## config.mk

```make
export PLATFORM = sky130hd
export DESIGN_NAME = vram_arb_flat
export DESIGN_NICKNAME = d
export VERILOG_FILES = /design/src/rtl/vram_arb_if.sv /design/src/rtl/vram_arb.sv /design/src/flat_wrapper.sv
export SDC_FILE = /design/constraint.sdc
export NUM_CORES = 1
export LEC_CHECK = 0
export CORE_MARGIN = 1
export CORE_UTILIZATION = 55
export CTS_CLUSTER_SIZE = 25
export DETAILED_ROUTE_END_ITERATION = 8
export DONT_BUFFER_PORTS = 1
export GPL_TIMING_DRIVEN = 0
export PLACE_DENSITY = 0.72
export SLEW_MARGIN = 30
export SYNTH_ARGS = -nofsm -noshare
export SYNTH_HDL_FRONTEND = slang
export SYNTH_SLANG_ARGS = --single-unit
```

## constraint.sdc

```tcl
create_clock -name clk -period 3.17 [get_ports clk]
set_input_delay 0.317 -clock clk [delete_from_list [all_inputs] [get_ports clk]]
set_output_delay 0.317 -clock clk [all_outputs]
set_load 0.02 [all_outputs]
```

## src/rtl/vram_arb_if.sv

```systemverilog
// -----------------------------------------------------------------------------
// vram_arb_if
//
// Bundles every signal exchanged between the VRAM arbiter and its environment:
// the three requesters (video fetch, CPU register port, blitter/fill engine),
// the read-data return path, the registered VRAM port and the owner tag.
//
// Modports:
//   slave  - the arbiter: samples requests and ram_do, drives acks, rdata,
//            the ram_* port and cur_owner.
//   master - the environment: drives requests and ram_do, observes the rest.
//
// Signal summary:
//   vid_req/vid_addr/vid_ack                      video fetch (read-only)
//   cpu_req/cpu_we/cpu_addr/cpu_di/cpu_ack        CPU register port
//   blt_req/blt_we/blt_addr/blt_di/blt_ack        blitter / fill engine
//   rdata                                         read data, valid with an ack
//   ram_en/ram_we/ram_addr/ram_di                 registered VRAM access
//   ram_do                                        VRAM read data
//   cur_owner                                     0 none, 1 vid, 2 cpu, 3 blt
// -----------------------------------------------------------------------------
interface vram_arb_if #(
    parameter int ADDR_W = 13,
    parameter int DATA_W = 8
);
    logic              vid_req;
    logic [ADDR_W-1:0] vid_addr;
    logic              vid_ack;

    logic              cpu_req;
    logic              cpu_we;
    logic [ADDR_W-1:0] cpu_addr;
    logic [DATA_W-1:0] cpu_di;
    logic              cpu_ack;

    logic              blt_req;
    logic              blt_we;
    logic [ADDR_W-1:0] blt_addr;
    logic [DATA_W-1:0] blt_di;
    logic              blt_ack;

    logic [DATA_W-1:0] rdata;

    logic              ram_en;
    logic              ram_we;
    logic [ADDR_W-1:0] ram_addr;
    logic [DATA_W-1:0] ram_di;
    logic [DATA_W-1:0] ram_do;

    logic [1:0]        cur_owner;

    modport slave (
        input  vid_req, vid_addr,
        input  cpu_req, cpu_we, cpu_addr, cpu_di,
        input  blt_req, blt_we, blt_addr, blt_di,
        input  ram_do,
        output vid_ack, cpu_ack, blt_ack,
        output rdata,
        output ram_en, ram_we, ram_addr, ram_di,
        output cur_owner
    );

    modport master (
        output vid_req, vid_addr,
        output cpu_req, cpu_we, cpu_addr, cpu_di,
        output blt_req, blt_we, blt_addr, blt_di,
        output ram_do,
        input  vid_ack, cpu_ack, blt_ack,
        input  rdata,
        input  ram_en, ram_we, ram_addr, ram_di,
        input  cur_owner
    );
endinterface

```

## src/rtl/vram_arb.sv

```systemverilog
// -----------------------------------------------------------------------------
// vram_arb
//
// Three-way arbiter in front of a synchronous single-port VRAM. At every
// rising clock edge one requester may be granted; its access is registered
// onto the ram_* port at that edge, the VRAM samples it at the next edge, and
// the winner's ack is high for the cycle after that, with rdata wired straight
// from ram_do. A grant can be issued at every edge, so the VRAM can be busy
// on every cycle.
//
// Arbitration order at each edge:
//   1. a starved CPU or blitter (wait counter at STARVE_MAX)
//   2. video fetch
//   3. CPU / blitter, round-robin between the two
// A requester that won at the previous edge is still holding its request
// (it only learns of the grant when its ack arrives) and is skipped, so no
// request is ever granted twice.
//
// Parameters:
//   ADDR_W      VRAM address width
//   DATA_W      data width
//   STARVE_MAX  wait-cycle limit for CPU and blitter
//   VID_HOLDOFF when cleared, video stays eligible right after its own grant;
//               only meant for directed starvation testing, keep at 1
//
// Ports:
//   clk  single clock, all state on the rising edge
//   rst  asynchronous active-high reset
//   bus  vram_arb_if slave modport (requesters, VRAM port, rdata, cur_owner)
// -----------------------------------------------------------------------------
module vram_arb #(
    parameter int ADDR_W      = 13,
    parameter int DATA_W      = 8,
    parameter int STARVE_MAX  = 8,
    parameter bit VID_HOLDOFF = 1'b1
) (
    input  logic     clk,
    input  logic     rst,
    vram_arb_if.slave bus
);
    typedef enum logic [1:0] {
        OWN_NONE = 2'd0,
        OWN_VID  = 2'd1,
        OWN_CPU  = 2'd2,
        OWN_BLT  = 2'd3
    } owner_e;

    localparam int                WAIT_W   = $clog2(STARVE_MAX + 1);
    localparam logic [WAIT_W-1:0] WAIT_MAX = WAIT_W'(STARVE_MAX);

    // owner_q is the access currently presented on ram_*; it doubles as the
    // "granted at the previous edge" marker and as the in-flight tag that
    // turns into an ack one edge later.
    owner_e            owner_q,    owner_d;
    logic              ram_en_q,   ram_en_d;
    logic              ram_we_q,   ram_we_d;
    logic [ADDR_W-1:0] ram_addr_q, ram_addr_d;
    logic [DATA_W-1:0] ram_di_q,   ram_di_d;
    logic              vid_ack_q,  vid_ack_d;
    logic              cpu_ack_q,  cpu_ack_d;
    logic              blt_ack_q,  blt_ack_d;
    // Round-robin pointer: 0 favours the CPU, 1 favours the blitter.
    logic              rr_blt_q,   rr_blt_d;
    logic [WAIT_W-1:0] cpu_wait_q, cpu_wait_d;
    logic [WAIT_W-1:0] blt_wait_q, blt_wait_d;

    logic   vid_elig;
    logic   cpu_elig;
    logic   blt_elig;
    logic   cpu_starved;
    logic   blt_starved;
    owner_e winner;

    // Decide who wins the current edge. Eligibility removes whoever was
    // granted at the previous edge; the round-robin pointer only arbitrates
    // between CPU and blitter, both in the starved tier and the normal tier.
    always_comb begin
        vid_elig    = bus.vid_req && !(VID_HOLDOFF && (owner_q == OWN_VID));
        cpu_elig    = bus.cpu_req && (owner_q != OWN_CPU);
        blt_elig    = bus.blt_req && (owner_q != OWN_BLT);
        cpu_starved = cpu_elig && (cpu_wait_q == WAIT_MAX);
        blt_starved = blt_elig && (blt_wait_q == WAIT_MAX);
        winner      = OWN_NONE;

        if (cpu_starved || blt_starved) begin
            winner = (cpu_starved && (!blt_starved || !rr_blt_q)) ? OWN_CPU : OWN_BLT;
        end else if (vid_elig) begin
            winner = OWN_VID;
        end else if (cpu_elig || blt_elig) begin
            winner = (cpu_elig && (!blt_elig || !rr_blt_q)) ? OWN_CPU : OWN_BLT;
        end
    end

    // Next-state for the VRAM port, acks, round-robin pointer and wait
    // counters. With no winner the address and write data simply hold, so the
    // VRAM pins do not toggle on idle cycles; the write enable is forced low.
    always_comb begin
        owner_d    = winner;
        ram_en_d   = 1'b0;
        ram_we_d   = 1'b0;
        ram_addr_d = ram_addr_q;
        ram_di_d   = ram_di_q;
        rr_blt_d   = rr_blt_q;
        cpu_wait_d = cpu_wait_q;
        blt_wait_d = blt_wait_q;

        case (winner)
            OWN_VID: begin
                ram_en_d   = 1'b1;
                ram_addr_d = bus.vid_addr;
                ram_di_d   = '0;
            end
            OWN_CPU: begin
                ram_en_d   = 1'b1;
                ram_we_d   = bus.cpu_we;
                ram_addr_d = bus.cpu_addr;
                ram_di_d   = bus.cpu_di;
                rr_blt_d   = 1'b1;
            end
            OWN_BLT: begin
                ram_en_d   = 1'b1;
                ram_we_d   = bus.blt_we;
                ram_addr_d = bus.blt_addr;
                ram_di_d   = bus.blt_di;
                rr_blt_d   = 1'b0;
            end
            default: begin
                ram_en_d = 1'b0;
            end
        endcase

        // The access registered at the previous edge is sampled by the VRAM
        // at this edge, so its owner's ack rises now.
        vid_ack_d = (owner_q == OWN_VID);
        cpu_ack_d = (owner_q == OWN_CPU);
        blt_ack_d = (owner_q == OWN_BLT);

        if (!bus.cpu_req || (winner == OWN_CPU)) begin
            cpu_wait_d = '0;
        end else if (cpu_wait_q != WAIT_MAX) begin
            cpu_wait_d = cpu_wait_q + WAIT_W'(1);
        end

        if (!bus.blt_req || (winner == OWN_BLT)) begin
            blt_wait_d = '0;
        end else if (blt_wait_q != WAIT_MAX) begin
            blt_wait_d = blt_wait_q + WAIT_W'(1);
        end
    end

    // State register. Reset drops any in-flight access without an ack; the
    // requester keeps its request up and is served again after release.
    always_ff @(posedge clk or posedge rst) begin
        if (rst) begin
            owner_q    <= OWN_NONE;
            ram_en_q   <= 1'b0;
            ram_we_q   <= 1'b0;
            ram_addr_q <= '0;
            ram_di_q   <= '0;
            vid_ack_q  <= 1'b0;
            cpu_ack_q  <= 1'b0;
            blt_ack_q  <= 1'b0;
            rr_blt_q   <= 1'b0;
            cpu_wait_q <= '0;
            blt_wait_q <= '0;
        end else begin
            owner_q    <= owner_d;
            ram_en_q   <= ram_en_d;
            ram_we_q   <= ram_we_d;
            ram_addr_q <= ram_addr_d;
            ram_di_q   <= ram_di_d;
            vid_ack_q  <= vid_ack_d;
            cpu_ack_q  <= cpu_ack_d;
            blt_ack_q  <= blt_ack_d;
            rr_blt_q   <= rr_blt_d;
            cpu_wait_q <= cpu_wait_d;
            blt_wait_q <= blt_wait_d;
        end
    end

    assign bus.ram_en    = ram_en_q;
    assign bus.ram_we    = ram_we_q;
    assign bus.ram_addr  = ram_addr_q;
    assign bus.ram_di    = ram_di_q;
    assign bus.cur_owner = owner_q;
    assign bus.vid_ack   = vid_ack_q;
    assign bus.cpu_ack   = cpu_ack_q;
    assign bus.blt_ack   = blt_ack_q;
    // Only one ack is ever high, so a single shared return path suffices.
    assign bus.rdata     = bus.ram_do;

endmodule

```

## src/flat_wrapper.sv

```systemverilog
// flat-port wrapper written by rule: the top's interface ports become plain ports
module vram_arb_flat 
#(
    parameter int ADDR_W      = 13,
    parameter int DATA_W      = 8,
    parameter int STARVE_MAX  = 8,
    parameter bit VID_HOLDOFF = 1'b1
)
  (clk, rst, bus_vid_req, bus_vid_addr, bus_cpu_req, bus_cpu_we, bus_cpu_addr, bus_cpu_di, bus_blt_req, bus_blt_we, bus_blt_addr, bus_blt_di, bus_ram_do, bus_vid_ack, bus_cpu_ack, bus_blt_ack, bus_rdata, bus_ram_en, bus_ram_we, bus_ram_addr, bus_ram_di, bus_cur_owner);
  vram_arb_if #(.ADDR_W(ADDR_W), .DATA_W(DATA_W)) bus_i ();
  input  logic clk;
  input  logic rst;
  input wire logic [$bits(bus_i.vid_req)-1:0] bus_vid_req;
  input wire logic [$bits(bus_i.vid_addr)-1:0] bus_vid_addr;
  input wire logic [$bits(bus_i.cpu_req)-1:0] bus_cpu_req;
  input wire logic [$bits(bus_i.cpu_we)-1:0] bus_cpu_we;
  input wire logic [$bits(bus_i.cpu_addr)-1:0] bus_cpu_addr;
  input wire logic [$bits(bus_i.cpu_di)-1:0] bus_cpu_di;
  input wire logic [$bits(bus_i.blt_req)-1:0] bus_blt_req;
  input wire logic [$bits(bus_i.blt_we)-1:0] bus_blt_we;
  input wire logic [$bits(bus_i.blt_addr)-1:0] bus_blt_addr;
  input wire logic [$bits(bus_i.blt_di)-1:0] bus_blt_di;
  input wire logic [$bits(bus_i.ram_do)-1:0] bus_ram_do;
  output wire logic [$bits(bus_i.vid_ack)-1:0] bus_vid_ack;
  output wire logic [$bits(bus_i.cpu_ack)-1:0] bus_cpu_ack;
  output wire logic [$bits(bus_i.blt_ack)-1:0] bus_blt_ack;
  output wire logic [$bits(bus_i.rdata)-1:0] bus_rdata;
  output wire logic [$bits(bus_i.ram_en)-1:0] bus_ram_en;
  output wire logic [$bits(bus_i.ram_we)-1:0] bus_ram_we;
  output wire logic [$bits(bus_i.ram_addr)-1:0] bus_ram_addr;
  output wire logic [$bits(bus_i.ram_di)-1:0] bus_ram_di;
  output wire logic [$bits(bus_i.cur_owner)-1:0] bus_cur_owner;
  assign bus_i.vid_req = bus_vid_req;
  assign bus_i.vid_addr = bus_vid_addr;
  assign bus_i.cpu_req = bus_cpu_req;
  assign bus_i.cpu_we = bus_cpu_we;
  assign bus_i.cpu_addr = bus_cpu_addr;
  assign bus_i.cpu_di = bus_cpu_di;
  assign bus_i.blt_req = bus_blt_req;
  assign bus_i.blt_we = bus_blt_we;
  assign bus_i.blt_addr = bus_blt_addr;
  assign bus_i.blt_di = bus_blt_di;
  assign bus_i.ram_do = bus_ram_do;
  assign bus_vid_ack = bus_i.vid_ack;
  assign bus_cpu_ack = bus_i.cpu_ack;
  assign bus_blt_ack = bus_i.blt_ack;
  assign bus_rdata = bus_i.rdata;
  assign bus_ram_en = bus_i.ram_en;
  assign bus_ram_we = bus_i.ram_we;
  assign bus_ram_addr = bus_i.ram_addr;
  assign bus_ram_di = bus_i.ram_di;
  assign bus_cur_owner = bus_i.cur_owner;
  vram_arb #(.ADDR_W(ADDR_W), .DATA_W(DATA_W), .STARVE_MAX(STARVE_MAX), .VID_HOLDOFF(VID_HOLDOFF)) u_core (.clk(clk), .rst(rst), .bus(bus_i));
endmodule
```

# [Yosys cells after proc, flatten, opt, wreduce, memory -nomap -nowiden]
# Index checks and enable logic that the tools add are counted.
# W data, S select, Z words.
[classes] bitwise_logic=0 muxes=14 n_eq_ne=12 reduce_logical=24 shifts=0 n_mul=0 n_lt_le_gt_ge=0 add_sub_neg=2 n_div=0
[op_table] op="$pmux W13 S3" count=1
[op_table] op="$pmux W8 S3" count=1
[op_table] op="$mux W4" count=4
[op_table] op="$add A4 B1 Y4 const B" count=2
[op_table] op="$eq A2 B2 Y1 const B" count=4
[op_table] op="$eq A4 B4 Y1 const B" count=2
[op_table] op="$ne A4 B4 Y1 const B" count=2
[op_table] op="$logic_and A1 B1 Y1" count=7
[op_table] op="$logic_not A1 Y1" count=6
[op_table] op="$logic_or A1 B1 Y1" count=6
[op_table] op="$mux W2" count=3
[op_table] op="$reduce_bool A2 Y1" count=3
[op_table] op="$eq A2 B1 Y1 const B" count=2
[op_table] op="$ne A2 B2 Y1 const B" count=2
[op_table] op="$pmux W1 S2" count=2
[op_table] op="$mux W1" count=3
[op_table] op="$reduce_bool A3 Y1" count=1
[op_table] op="$reduce_or A3 Y1" count=1
[word_totals] latchBits=0 ram_bits=0 rom_bits=0 n_memories=0 input_bits=70 out_inout_bits=36 regBits=37

# [Logic depth before layout (Yosys ltp)]
# Gate-level depths: netlist of run 1.
[depth] ltp_word=12 ltp_mapped=11 mapped_depth_nobuf=8

# [Worst setup path before layout of run 1]
# Ideal clock, no wire load.
[synth_timing] path_type="register -> register" startpoint="register u_core.blt_wait_q[0]" endpoint="register u_core.ram_di_q[3] (netlist: u_core.bus.ram_di[3])" arrival_time_ns=1.820 synth_period_minus_slack_ns=1.957 path_stages_with_launch=12 setup_ns=0.137 setup_slack_ns=1.213 cell_sequence="dfrtp_1 inv_1 ha_1 and3b_1 buf_4 o31ai_4 and2_1 buf_6 inv_2 buf_6 nand4_1 o211ai_1"
[synth_between] elab_chain_cells=9 elab_cells_between_ends=13
[synth_rtl] item="start: declaration" line="vram_arb.sv:65" rtl="logic [WAIT_W-1:0] blt_wait_q, blt_wait_d;"
[synth_rtl] item="start signal: assignment" line="vram_arb.sv:177" rtl="blt_wait_q <= blt_wait_d;"
[synth_rtl] item="$eq A4 B4 Y1 (*)" line="vram_arb.sv:82" rtl="blt_starved = blt_elig && (blt_wait_q == WAIT_MAX);"
[synth_rtl] item="$logic_and A1 B1 Y1 (*)" line="vram_arb.sv:82"
[synth_rtl] item="$logic_not A1 Y1" line="vram_arb.sv:86" rtl="winner = (cpu_starved && (!blt_starved || !rr_blt_q)) ? OWN_CPU : OWN_BLT;"
[synth_rtl] item="$logic_or A1 B1 Y1" line="vram_arb.sv:86"
[synth_rtl] item="$logic_and A1 B1 Y1" line="vram_arb.sv:86"
[synth_rtl] item="$mux W1" line="vram_arb.sv:86"
[synth_rtl] item="$mux W2 (*)" line="vram_arb.sv:85" rtl="if (cpu_starved || blt_starved) begin"
[synth_rtl] item="$eq A2 B2 Y1 / $eq A2 B1 Y1 (equally long branches)" line="vram_arb.sv:107" rtl="case (winner)"
[synth_rtl] item="$pmux W8 S3 / $reduce_bool A3 Y1 (equally long branches)"
[synth_rtl] item="end signal: assignment" line="vram_arb.sv:171" rtl="ram_di_q <= ram_di_d;"
[synth_rtl] item="end: declaration" line="vram_arb.sv:58" rtl="logic [DATA_W-1:0] ram_di_q, ram_di_d;"
# Mark *: on every way between the ends. The rest lies on a longest branch, timed or not.
# A chain may end at the register's enable or synchronous reset.

# [Final worst setup path of run 1]
[layout_timing] startpoint="register u_core.blt_wait_q[0]" endpoint="register u_core.ram_addr_q[6] (netlist: u_core.bus.ram_addr[6])"
[layout_between] elab_chain_cells=9 elab_cells_between_ends=13
[layout_rtl] item="$eq A4 B4 Y1 (*)" line="vram_arb.sv:82"
[layout_rtl] item="$logic_and A1 B1 Y1 (*)" line="vram_arb.sv:82"
[layout_rtl] item="$logic_not A1 Y1" line="vram_arb.sv:86"
[layout_rtl] item="$logic_or A1 B1 Y1" line="vram_arb.sv:86"
[layout_rtl] item="$logic_and A1 B1 Y1" line="vram_arb.sv:86"
[layout_rtl] item="$mux W1" line="vram_arb.sv:86"
[layout_rtl] item="$mux W2 (*)" line="vram_arb.sv:85"
[layout_rtl] item="$eq A2 B2 Y1 / $eq A2 B1 Y1 (equally long branches)" line="vram_arb.sv:107"
[layout_rtl] item="$pmux W13 S3 / $reduce_bool A3 Y1 (equally long branches)"
[layout_rtl] item="end signal: assignment" line="vram_arb.sv:170" rtl="ram_addr_q <= ram_addr_d;"
[layout_rtl] item="end: declaration" line="vram_arb.sv:57" rtl="logic [ADDR_W-1:0] ram_addr_q, ram_addr_d;"
# Marked as above.

==> flow_summary.toml, run 1 <==
[cells_and_area]
instances_no_fill = 298
syn_to_final_growth_pct = 9.17
diodes = 0
fin_nets = 323
final_layout_size_suffix_gt1_frac = 0.148
most-common-layout-cells = "dfrtp_1 (37), nand4_1 (34), nand3_1 (16), o211ai_1 (16)"
final_common_cell = "dfrtp_1"

[logic_synthesis]
ys_ff_latch = 37
synth_top_area_frac = 0.411
synth_cell_types = 39
synth-main-ff-cell = "dfrtp_1"
yosys.area.top_type = "dfrtp_1"
yosysSeqAreaShare = 0.411
synth_nets = 314
synth_edf_count = 0
synthCells = 240
ys_warn_count = 0
async_flop_share = 1.00
avgSynthCellArea_um2 = 9.38
netlist_area_um2 = 2250
synthTopCellsByArea = "dfrtp_1 (41%), nand4_1 (9.4%), o211ai_1 (5.3%)"

[sta]
finClkSkew_ns = 0.00693
rsz0062_at_grt = "no"
period_minus_slack_ns = 2.34
tightestPinTransition_ns = 0.477
hold_viol_final = 0
relSlewSlack = 0.682
finalCritPeriodShare = 0.738
max_clock_freq_mhz = 427
setup_viol = 0
fin_tns_setup_ns = 0
slew_viol_final = 0

[hold_path]
hold_end = "u_core.bus.ram_addr[12]$_DFFE_PP0P_"
holdPathStages = 2
hold_class = "in2reg"
hp-start = "bus_vid_addr[12]"

[setup_path]
r2r_slack_ns = 0.83
r2r-end = "u_core.bus.ram_addr[6]$_DFFE_PP0P_"
worstSetupStartpointType = "register"
critPathBufInv = 3
timing.rr.start = "u_core.blt_wait_q[0]$_DFFE_PP0P_"
cp_cell_sequence = "inv_1 -> ha_1 -> and3b_1 -> buf_4 -> o31ai_4 -> clkbuf_1 -> a21boi_0 -> o22ai_1 -> nand3_1"
cpPeakStageDelay_ns = 0.38
cp_max_fo = 10
required_ns = 3.34
path_class = "reg2reg"
reg2reg_depth = 9
critPathCaptureType = "register"
critPathTopFamily = "compound AO/OA/AOI/OAI gates"
critPathSlowestCell = "o31ai_4"
worstPathArrival_ns = 2.51

[global_route]
grt_max_degree = 30
overflow = 0
grt_pass1_wl_um = 8690
antenna_found_initial = 0
track_usage = 0.269
grt_pass1_vias = 1816

[route]
post_drt_via_cell_ratio = 6.42
drt_iter0_drc = 154
antenna_left = 0
wl_per_cell_um = 18.6
detail_route.first_pass.iterations = 4
vias = 1914
drt_wl_total_um = 5540
drc = 0

[clock_tree]
clk_latency_ns = 0.29
cts_tree = "done"
cts_root_buffer = "clkbuf_8"
htree_levels = 2
post_cts_resized = 0
cts.clk_slew.worst_paths_ns = 0.08
cts_made_buffers = 5
clkSinkCount = 37
cts_buffer_depth = 2

[power]
ir_worst_vdd_mv = 0.442
power_density_nw_per_um2 = 875
leakagePower_nw = 1.08

[floorplan]
ios = 106
num_rows = 22
core-area_um2 = 3800
initial_utilization = 0.593
die_h_um = 66.0
dieArea_um2 = 4350
dieWidth_um = 66.0

[placed_design]
hpwl_um = 4020
routabilityCongestion = 0.794
numPortBuffers = 0
dpl.cell_count = 289

[status]
status = "completed"

[flow_run]
cap_viol_max_count = 0
-- cell type report --
cell class	instances	area, um^2
clock buffers	7	86.3
multi-input cells	163	1090
inverters	10	37.5
plain buffers	30	198
repair buffers	2	30.0
fillers	335	1340
clock inverters	1	30.0
flip-flops and latches	37	926
well taps	48	60.1
-- worst reg2reg max path: stages (launching register included) --
cell,delay [ns]
dfrtp_1,0.37
inv_1,0.07
ha_1,0.19
and3b_1,0.17
buf_4,0.16
o31ai_4,0.39
clkbuf_1,0.38
a21boi_0,0.19
o22ai_1,0.20
nand3_1,0.10
-- synthesized netlist by cell type, drive strengths merged, types with 2 or more instances --
cell / n
dfrtp: 37
nand2: 14
nand4: 34
xor2: 2
nand2b: 2
a21oi: 4
o22ai: 13
nor2: 6
buf: 20
a21boi: 15
and3b: 2
nand3: 16
clkbuf: 10
and2: 3
xnor2: 4
inv: 10
o21ai: 2
nor3: 2
ha: 4
and3: 13
o211ai: 17
-- through the flow --
stage	hold slack [ns]	setup slack (ns)	power (W)	area, um^2	util
6_report	0.173	0.830	0.00215	2460	0.647
5_1_grt	0.161	0.650	0.00230	2460	0.647
3_3_place_gp	0.471	0.954	0.00171	2310	0.609
2_1_floorplan	0.458	1.21	0.00154	2250	-
4_1_cts	0.166	0.860	0.00216	2460	0.647
3_5_place_dp	0.129	0.930	0.00173	2330	0.614
-- worst max path at each step --
| stage | startpoint | endpoint | depth (start not counted) |
|---|---|---|---|
| 2_1_floorplan | u_core.blt_wait_q[0]$_DFFE_PP0P_ | u_core.bus.ram_di[3]$_DFFE_PP0P_ | 11 |
| 3_3_place_gp | u_core.blt_wait_q[0]$_DFFE_PP0P_ | u_core.bus.ram_addr[6]$_DFFE_PP0P_ | 9 |
| 3_5_place_dp | u_core.blt_wait_q[0]$_DFFE_PP0P_ | u_core.bus.ram_addr[5]$_DFFE_PP0P_ | 9 |
| 4_1_cts | u_core.blt_wait_q[0]$_DFFE_PP0P_ | u_core.bus.ram_addr[6]$_DFFE_PP0P_ | 9 |
| 5_1_grt | u_core.blt_wait_q[0]$_DFFE_PP0P_ | u_core.bus.ram_addr[5]$_DFFE_PP0P_ | 9 |
| 6_report | u_core.blt_wait_q[0]$_DFFE_PP0P_ | u_core.bus.ram_addr[6]$_DFFE_PP0P_ | 9 |
-- kinds of logic (layout without fill, tap and decap cells) --
group	Yosys count	in the layout	synth area share
AO/OA/AOI/OAI	58	58	0.200
XOR/XNOR	6	6	0.0233
adder cells (fa/ha/maj)	5	5	0.0267
buffers and inverters	40	50	0.104
flip-flops	37	37	0.411
multiplexers	1	1	0.00444
AND/OR/NAND/NOR	93	93	0.230
-- layer usage --
metal,up-vias,global-route usage,share of wire
met2,117,0.427,0.46
met4,0,0.0745,0.013
li1,907,-,-
met1,881,0.336,0.40
met3,9,0.110,0.12
met5,-,0,0
-- flip-flops by register name, indices dropped and copies added (netlist names) --
name / cells
u_core.blt_wait_q: 4
u_core.bus.blt_ack: 1
u_core.bus.cpu_ack: 1
u_core.bus.cur_owner: 2
u_core.bus.ram_addr: 13
u_core.bus.ram_di: 8
u_core.bus.ram_en: 1
u_core.bus.ram_we: 1
u_core.bus.vid_ack: 1
u_core.cpu_wait_q: 4
u_core.rr_blt_q: 1
-- power by group --
group	leakage [nW]	switching, W	internal, W
Sequential	0.466	0.000325	0.000648
Combinational	0.559	0.000451	0.000301
Clock	0.0585	0.000169	0.000257
-- what timing repair did --
item | 4_1_cts | 5_1_grt
hold buffers | 1 | 0
hold endpoints to repair | 8 | 0
setup buffers | 0 | 0
(Power assumes the default switching activity.)
==> inputs of run 2 (changes only) <==
PLACE_DENSITY = 0.75   (was 0.72)
clock period = 1.91 ns   (was 3.17 ns; I/O delays follow)
==> run 2 against run 1 <==
Compared with the run above:
- worst setup slack got worse by 0.90 ns
- worst hold slack worse by 0.12 ns
- critical endpoint is now u_core.bus.ram_addr[9]$_DFFE_PP0P_
- clock power rose by 41%
- the flow now finishes with violations (negative setup slack)
- count of clock-buffer cells in the layout is the same
- critical path depth is 1 lower
- routed wire length increased by 12%
- flip-flop and latch count unchanged
- register-to-register slack got worse by 0.90 ns
- utilization grew 6.6 points
- sequential share of layout area fell by 3.4 points
- final area is 10% higher
==> flow_summary.toml, run 2 (same netlist as run 1, synthesis figures left out) <==
[status]
status = "finished, violations left"
violations = "negative setup slack"

[global_route]
grt_pass1_vias = 1930
grt_max_degree = 38
track_usage = 0.297
grt_pass1_wl_um = 9540
overflow = 0
antenna_found_initial = 0

[cells_and_area]
diodes = 0
nFillCells = 284
final_util = 0.713
stdcell_area_um2 = 2710
largest_reg_flops = 13
final_common_cell = "dfrtp_1"
final_layout_size_suffix_gt1_frac = 0.316
most-common-layout-cells = "dfrtp_1 (35), nand4_1 (34), buf_4 (31), nand3_1 (16), o211ai_1 (16)"
syn_to_final_growth_pct = 20.3
fin_nets = 342

[hold_path]
holdPathStages = 2
hp-start = "bus_vid_addr[6]"
hold_end = "u_core.bus.ram_addr[6]$_DFFE_PP0P_"
hold_class = "in2reg"

[floorplan]
dieWidth_um = 66.0
initial_utilization = 0.593
num_rows = 22
core-area_um2 = 3800
ios = 106
die_h_um = 66.0
dieArea_um2 = 4350

[setup_path]
critPathTopFamily = "simple AND/OR/NAND/NOR gates"
cp_cell_sequence = "inv_2 -> ha_4 -> and3b_2 -> o311ai_4 -> and2_4 -> buf_4 -> nand4_1 -> nand3_1"
r2r-end = "u_core.bus.ram_addr[9]$_DFFE_PP0P_"
critPathSlowestCell = "o311ai_4"
worstPathArrival_ns = 2.21
reg2reg_depth = 8
critPathBufInv = 2
worstSetupStartpointType = "register"
path_class = "reg2reg"
cp_max_fo = 10
timing.rr.start = "u_core.cpu_wait_q[0]$_DFFE_PP0P_"
r2r_slack_ns = -0.07
required_ns = 2.14
critPathCaptureType = "register"
cpPeakStageDelay_ns = 0.40

[sta]
max_clock_freq_mhz = 505
setup_viol = 22
tightestPinTransition_ns = 0.778
fin_ws_ns = -0.0697
finClkSkew_ns = 0.00351
period_minus_slack_ns = 1.98
rsz0062_at_grt = "yes"
hold_viol_final = 0
finalCritPeriodShare = 1.04
fin_tns_setup_ns = -0.826
relSlewSlack = 0.481
slew_viol_final = 0

[placed_design]
routabilityCongestion = 0.808
place_area_um2 = 2320
numPortBuffers = 0
hpwl_um = 4120

[power]
total_power_w = 0.00377
leakagePower_nw = 1.22
ir_worst_vdd_mv = 0.871
power_density_nw_per_um2 = 1390

[route]
wl_per_cell_um = 19.6
antenna_left = 0
drc = 0
drt_wl_total_um = 6220
detail_route.first_pass.iterations = 4
drt_iter0_drc = 139
post_drt_via_cell_ratio = 6.37
vias = 2018

[clock_tree]
cts_buffer_depth = 2
clk_latency_ns = 0.29
cts.clk_slew.worst_paths_ns = 0.07
cts_made_buffers = 5
cts_tree = "done"
htree_levels = 2
cts_root_buffer = "clkbuf_8"
clkSinkCount = 37

[flow_run]
cap_viol_max_count = 0
## run 2: report_power, final
group | internal, W | switching, W | total, W
clock network | 0.000326 | 0.000275 | 0.000601
logic | 0.000690 | 0.000858 | 0.00155
registers | 0.00108 | 0.000544 | 0.00162
## run 2: worst max path at each step
stage | end | cells past startpoint | from | slack, ns
5_1_grt | u_core.bus.ram_di[4]$_DFFE_PP0P_ | 9 | u_core.cpu_wait_q[0]$_DFFE_PP0P_ | -0.16
6_report | u_core.bus.ram_addr[9]$_DFFE_PP0P_ | 8 | u_core.cpu_wait_q[0]$_DFFE_PP0P_ | -0.07
4_1_cts | u_core.bus.ram_di[5]$_DFFE_PP0P_ | 9 | u_core.blt_wait_q[0]$_DFFE_PP0P_ | -0.03
2_1_floorplan | u_core.bus.ram_di[3]$_DFFE_PP0P_ | 11 | u_core.cpu_wait_q[1]$_DFFE_PP0P_ | -0.04
3_5_place_dp | u_core.bus.ram_addr[9]$_DFFE_PP0P_ | 9 | u_core.cpu_wait_q[1]$_DFFE_PP0P_ | -0.32
3_3_place_gp | u_core.bus.ram_addr[3]$_DFFE_PP0P_ | 9 | u_core.cpu_wait_q[1]$_DFFE_PP0P_ | -0.27
## run 2: per-layer routing
layer  global-route usage  vias to the layer above  wire length [um]
li1                     -                      946                 -
met3               0.0931                        8               591
met4               0.0638                        0                65
met2                0.503                       96              3130
met1                0.369                      968              2440
met5                    0                        -                 0
## run 2: stage by stage
step | setup slack [ns] | std cells | hold WS [ns]
4_1_cts | -0.0305 | 315 | 0.0464
3_5_place_dp | -0.315 | 288 | 0.251
6_report | -0.0697 | 317 | 0.0483
2_1_floorplan | -0.0362 | 240 | 0.332
3_3_place_gp | -0.266 | 288 | 0.344
5_1_grt | -0.163 | 317 | 0.0476
## run 2: final cells by class
cell class,instances,area (um^2),share of cell area
Clock buffer,7,96.3,0.0356
Tap cell,48,60.1,0.0222
Clock inverter,1,5.00,0.00185
Buffer,27,215,0.0794
Sequential cell,37,928,0.343
Inverter,10,45.0,0.0166
Multi-Input combinational cell,163,1160,0.430
Timing Repair Buffer,24,194,0.0716
## run 2: timing repair
action	in CTS	in global routing
endpoints found under the setup margin	33	29
cloned	3	0
resized for setup	44	7
hold endpoints to repair	37	0
hold buffers	1	0
buffers inserted	17	3
pin swaps	9	13
